## src/rtl/fifo_pkg.sv

```systemverilog
// Shared defaults and sizing helper for the parameterised synchronous FIFO.
package fifo_pkg;

    localparam int DEFAULT_DATA_SIZE = 8;
    localparam int DEFAULT_ADDR_BITS = 2;

    function automatic int fifo_depth(input int addr_bits);
        return 1 << addr_bits;
    endfunction

endpackage

```

## src/rtl/fifo_mem.sv

```systemverilog
// FIFO storage array: synchronous write port, asynchronous read port, no reset on the array.
module fifo_mem
    import fifo_pkg::*;
#(
    parameter int DATA_SIZE = DEFAULT_DATA_SIZE,
    parameter int ADDR_BITS = DEFAULT_ADDR_BITS
) (
    input  logic                 clk,
    input  logic                 wr_en_i,
    input  logic [ADDR_BITS-1:0] wr_addr_i,
    input  logic [DATA_SIZE-1:0] wr_data_i,
    input  logic [ADDR_BITS-1:0] rd_addr_i,
    output logic [DATA_SIZE-1:0] rd_data_o
);

    localparam int DEPTH = fifo_depth(ADDR_BITS);

    logic [DATA_SIZE-1:0] mem_q [0:DEPTH-1];

    always_ff @(posedge clk) begin
        if (wr_en_i) begin
            mem_q[wr_addr_i] <= wr_data_i;
        end
    end

    assign rd_data_o = mem_q[rd_addr_i];

endmodule

```

## src/rtl/param_sync_fifo.sv

```systemverilog
// Synchronous FIFO with wrap-bit pointers, occupancy count, threshold flags,
// sticky error flags and either registered or first-word-fall-through reads.
module param_sync_fifo
    import fifo_pkg::*;
#(
    parameter int DATA_SIZE = DEFAULT_DATA_SIZE,
    parameter int ADDR_BITS = DEFAULT_ADDR_BITS,
    parameter int AF_LEVEL  = 3,
    parameter int AE_LEVEL  = 1,
    parameter int FWFT      = 0
) (
    input  logic                 clk,
    input  logic                 rst,
    input  logic                 clr,
    input  logic                 we,
    input  logic [DATA_SIZE-1:0] wrdata,
    input  logic                 re,
    output logic [DATA_SIZE-1:0] rddata,
    output logic                 rdvalid,
    output logic                 full,
    output logic                 empty,
    output logic                 almost_full,
    output logic                 almost_empty,
    output logic [ADDR_BITS:0]   count,
    output logic                 overflow,
    output logic                 underflow
);

    localparam int            PW        = ADDR_BITS + 1;
    localparam logic [PW-1:0] AF_THRESH = PW'(AF_LEVEL);
    localparam logic [PW-1:0] AE_THRESH = PW'(AE_LEVEL);

    logic [PW-1:0]        wp_q, wp_d;
    logic [PW-1:0]        rp_q, rp_d;
    logic [PW-1:0]        count_q, count_d;
    logic                 overflow_q, overflow_d;
    logic                 underflow_q, underflow_d;
    logic                 wr_accept;
    logic                 rd_accept;
    logic [DATA_SIZE-1:0] head_data;

    assign full         = (wp_q[ADDR_BITS] != rp_q[ADDR_BITS]) &&
                          (wp_q[ADDR_BITS-1:0] == rp_q[ADDR_BITS-1:0]);
    assign empty        = (wp_q == rp_q);
    assign almost_full  = (count_q >= AF_THRESH);
    assign almost_empty = (count_q <= AE_THRESH);
    assign count        = count_q;
    assign overflow     = overflow_q;
    assign underflow    = underflow_q;

    // A flush cycle swallows any request: nothing is accepted and nothing is flagged.
    assign wr_accept = we & ~full & ~clr;
    assign rd_accept = re & ~empty & ~clr;

    always_comb begin
        wp_d        = wp_q;
        rp_d        = rp_q;
        count_d     = count_q;
        overflow_d  = overflow_q;
        underflow_d = underflow_q;
        if (clr) begin
            wp_d        = '0;
            rp_d        = '0;
            count_d     = '0;
            overflow_d  = 1'b0;
            underflow_d = 1'b0;
        end else begin
            if (wr_accept) wp_d = wp_q + 1'b1;
            if (rd_accept) rp_d = rp_q + 1'b1;
            if (wr_accept && !rd_accept) begin
                count_d = count_q + 1'b1;
            end else if (rd_accept && !wr_accept) begin
                count_d = count_q - 1'b1;
            end
            if (we && full)  overflow_d  = 1'b1;
            if (re && empty) underflow_d = 1'b1;
        end
    end

    always_ff @(posedge clk or posedge rst) begin
        if (rst) begin
            wp_q        <= '0;
            rp_q        <= '0;
            count_q     <= '0;
            overflow_q  <= 1'b0;
            underflow_q <= 1'b0;
        end else begin
            wp_q        <= wp_d;
            rp_q        <= rp_d;
            count_q     <= count_d;
            overflow_q  <= overflow_d;
            underflow_q <= underflow_d;
        end
    end

    fifo_mem #(
        .DATA_SIZE (DATA_SIZE),
        .ADDR_BITS (ADDR_BITS)
    ) u_mem (
        .clk       (clk),
        .wr_en_i   (wr_accept),
        .wr_addr_i (wp_q[ADDR_BITS-1:0]),
        .wr_data_i (wrdata),
        .rd_addr_i (rp_q[ADDR_BITS-1:0]),
        .rd_data_o (head_data)
    );

    generate
        if (FWFT != 0) begin : g_fwft
            // Head word is shown only while valid so reset and flush present zero data.
            assign rddata  = empty ? '0 : head_data;
            assign rdvalid = ~empty;
        end else begin : g_reg_read
            logic [DATA_SIZE-1:0] rddata_q, rddata_d;
            logic                 rdvalid_q, rdvalid_d;

            always_comb begin
                rddata_d  = rddata_q;
                rdvalid_d = 1'b0;
                if (clr) begin
                    rddata_d = '0;
                end else if (rd_accept) begin
                    rddata_d  = head_data;
                    rdvalid_d = 1'b1;
                end
            end

            always_ff @(posedge clk or posedge rst) begin
                if (rst) begin
                    rddata_q  <= '0;
                    rdvalid_q <= 1'b0;
                end else begin
                    rddata_q  <= rddata_d;
                    rdvalid_q <= rdvalid_d;
                end
            end

            assign rddata  = rddata_q;
            assign rdvalid = rdvalid_q;
        end
    endgenerate

endmodule

```

## config.mk

```make
export PLATFORM = sky130hd
export DESIGN_NAME = param_sync_fifo
export DESIGN_NICKNAME = d
export VERILOG_FILES = /design/src/rtl/fifo_pkg.sv /design/src/rtl/fifo_mem.sv /design/src/rtl/param_sync_fifo.sv
export SDC_FILE = /design/constraint.sdc
export NUM_CORES = 1
export LEC_CHECK = 0
export CORE_MARGIN = 10
export CORE_UTILIZATION = 54
export DETAILED_ROUTE_END_ITERATION = 6
export PLACE_DENSITY = 0.81
export SETUP_SLACK_MARGIN = 0.05
export SYNTH_ARGS = -nofsm -noshare
export SYNTH_HDL_FRONTEND = slang
export SYNTH_SLANG_ARGS = --single-unit
```

## constraint.sdc

```tcl
create_clock -name clk -period 2.4 [get_ports clk]
set_input_delay 0.6 -clock clk [delete_from_list [all_inputs] [get_ports clk]]
set_output_delay 0.6 -clock clk [all_outputs]
set_load 0.005 [all_outputs]
```

==> results.yml <==
run_status:
  status: "completed"
finish:
  final_cell_mix: "edfxtp_1 (32), clkdlybuf4s50_1 (28), nand2_1 (22)"
  nets: 236
  syn_to_final_growth_pct: 25.1
  diodes: 0
  drive_above_1_share_pct: 20.9
  final_common_cell: "edfxtp_1"
setup_path:
  max_stage_delay_ns: 0.51
  r2r-start: "wp_q[0]"
  reg2reg_to: "u_mem.mem_q[1][5]"
  reg2regPathDepth: 6
  cp_cell_sequence: "xnor2_4 > and3_1 > clkdlybuf4s50_1"
  arrival_ns: 1.75
  path_delay_family: "buffers and inverters"
  critPathBufInv: 1
  path_class: "register to output port"
  end_kind: "output port"
  crit_fanout: 4
  slowest_stage: "clkdlybuf4s50_1"
  worstPathRequired_ns: 1.80
  rrSetupSlack_ns: 0.25
  start_kind: "register"
route:
  wl_mm: 4.84
  drtPass1Iterations: 4
  routedWlPerCell_um: 18.3
  vias: 1475
  drt-initial-drc-count: 45
  via_per_inst: 5.57
  drc: 0
  ant_nets: 0
clock_network:
  worstSkewPairLatency_ns: 0.30
  cts_root_buf: "clkbuf_8"
  cts_buffer_depth: 2
  numCtsBuffers: 5
  cts_tree: "done"
  holdBufCountCts: 0
  clk_pin_slew_worst_paths_ns: 0.08
  cts_max_level: 2
  clkSinkCount: 52
sta:
  timing.hold.ws_ns: 0.512
  fin_skew_ns: 0.00369
  maxSlewViolCount: 0
  final-setup-viol-count: 0
  rsz0062_at_grt: "true"
  hold_viol_final: 0
  relSlewSlack_pct: 70.2
  tns_ns: 0
  worst_slew_pin_slew_ns: 0.445
  max_freq_ghz: 0.426
  period_minus_slack_ns: 2.35
  period_share_pct: 97.9
floorplan:
  start_util_pct: 56.8
  core_um2: 4090
  num_rows: 23
  pin_count: 31
  fp.dieW_um: 85.6
  die_h_um: 85.6
  dieArea_um2: 7320
synthesis:
  netlist_area_um2: 2320
  synthCells: 167
  yosys.area.top_type: "edfxtp_1"
  synth.avg_cell_area_um2: 13.9
  synth.distinct_cells: 32
  seq_area_frac_synth_pct: 62.9
  synth_top_area_share_pct: 41.4
  ys_top_cells_by_area: "edfxtp_1 (41%), dfrtp_1 (22%), mux4_2 (7.8%)"
  synth.yosys.warnings: 0
  synth-seq-cells: 52
  syn-num-nets: 189
place:
  dp_hpwl_mm: 3.45
  port_buffers: 30
  gp_congestion: 0.757
hold_path:
  holdPathEnd: "underflow"
  hp-start: "underflow"
  hp-class: "register to register"
  whs_path_depth: 2
grt:
  grt_pass1_vias: 1601
  grt_max_degree: 22
  grt-ovfl-total: 0
  antenna_found_initial: 0
  grt_usage_pct: 13.8
  grt_pass1_wl_mm: 7.89
pwr:
  p_per_area_nw_per_um2: 809
  ir_worst_vdd_uv: 495
  p_leak_nw: 1.13
job:
  cap_violations: 0
[flip-flops by register name (all words and copies together), names as in the netlist]
| register | flops |
|---|---|
| wp_q | 3 |
| rddata | 8 |
| rdvalid | 1 |
| u_mem.mem_q | 32 |
| underflow | 1 |
| overflow | 1 |
| count | 3 |
| rp_q | 3 |
[cells in the mapped netlist]
| cell | count |
|---|---|
| a21oi_1 | 14 |
| a221o_1 | 1 |
| a311o_1 | 1 |
| a31oi_1 | 1 |
| and2_1 | 3 |
| and3_1 | 1 |
| buf_4 | 2 |
| buf_6 | 2 |
| clkbuf_1 | 3 |
| dfrtp_1 | 20 |
| edfxtp_1 | 32 |
| ha_1 | 9 |
| inv_1 | 9 |
| mux2i_1 | 1 |
| mux4_2 | 8 |
| nand2_1 | 22 |
| nand2b_2 | 1 |
| nand3_1 | 3 |
| nor2_1 | 11 |
| nor2_2 | 1 |
| nor3_1 | 1 |
| nor3_4 | 1 |
| o2111ai_1 | 1 |
| o211ai_1 | 2 |
| o21ai_0 | 3 |
| o31ai_4 | 1 |
| o32a_1 | 1 |
| or3_1 | 1 |
| or4_1 | 1 |
| xnor2_1 | 6 |
| xnor2_2 | 1 |
| xor2_1 | 3 |
[cells by family after synthesis]
family | after synthesis | share of synthesized area, %
AO/OA/AOI/OAI | 25 | 7.17
XOR/XNOR | 10 | 4.10
adder cells (fa/ha/maj) | 9 | 4.85
buffers and inverters | 16 | 3.56
flip-flops | 52 | 62.9
multiplexers | 9 | 8.19
AND/OR/NAND/NOR | 46 | 9.21
[layer usage]
layer  vias to the layer above  GRT usage [%]  share of wire, %
li1                        693              -                 -
met1                       734           13.1                36
met2                        39           27.0                57
met3                         9           3.31               4.9
met4                         0           5.84               1.9
met5                         -              0                 0
[tightest hold or removal path, stage by stage (launching register included)]
cell and delay [ns]:
dfrtp_1 0.36, a21oi_1 0.04, nor2_1 0.07
[how the worst max path moves through the flow]
stage | start | to | slack (ns) | cells past startpoint
after floorplan | rp_q[0] | u_mem.mem_q[3][0] | 0.35 | 4
after global placement | rp_q[2] | empty | 0.28 | 3
after detailed placement | clr | u_mem.mem_q[1][2] | 0.17 | 5
after CTS | wp_q[1] | empty | 0.05 | 3
after global routing | wp_q[2] | empty | 0.007 | 3
final | wp_q[2] | empty | 0.05 | 3
[through the flow]
step                power, mW  util (%)  worst slack (ns)  instances  instance area [um^2]
finish                   2.35      71.1            0.0515        265                  2900
global route             2.48      71.1           0.00719        265                  2900
CTS                      2.33      69.6            0.0530        261                  2840
detailed placement       1.81      66.2             0.171        249                  2700
global placement         1.77      66.2             0.275        249                  2700
floorplan                1.51         -             0.354        167                  2320
[report_power, final]
part / leakage (nW) / internal (mW) / switching [mW]
combinational: 0.524 / 0.401 / 0.353
clock: 0.0484 / 0.236 / 0.272
sequential: 0.559 / 1.03 / 0.0605
[area by class of cell]
| type | instances | area (um^2) |
|---|---|---|
| inverter | 9 | 33.8 |
| tap | 50 | 62.6 |
| timing repair buffer | 47 | 433 |
| multi-input combinational | 99 | 816 |
| fill | 255 | 1180 |
| clock buffer | 7 | 86.3 |
| sequential | 52 | 1460 |
| clock inverter | 1 | 8.76 |
[repair_timing]
action,in CTS,in global routing
setup buffers,4,4
hold endpoints to repair,0,0
gates cloned,0,0
gates resized for setup,3,8
pin swaps,2,1
endpoints found under the setup margin,3,4
(Power assumes the default switching activity.)
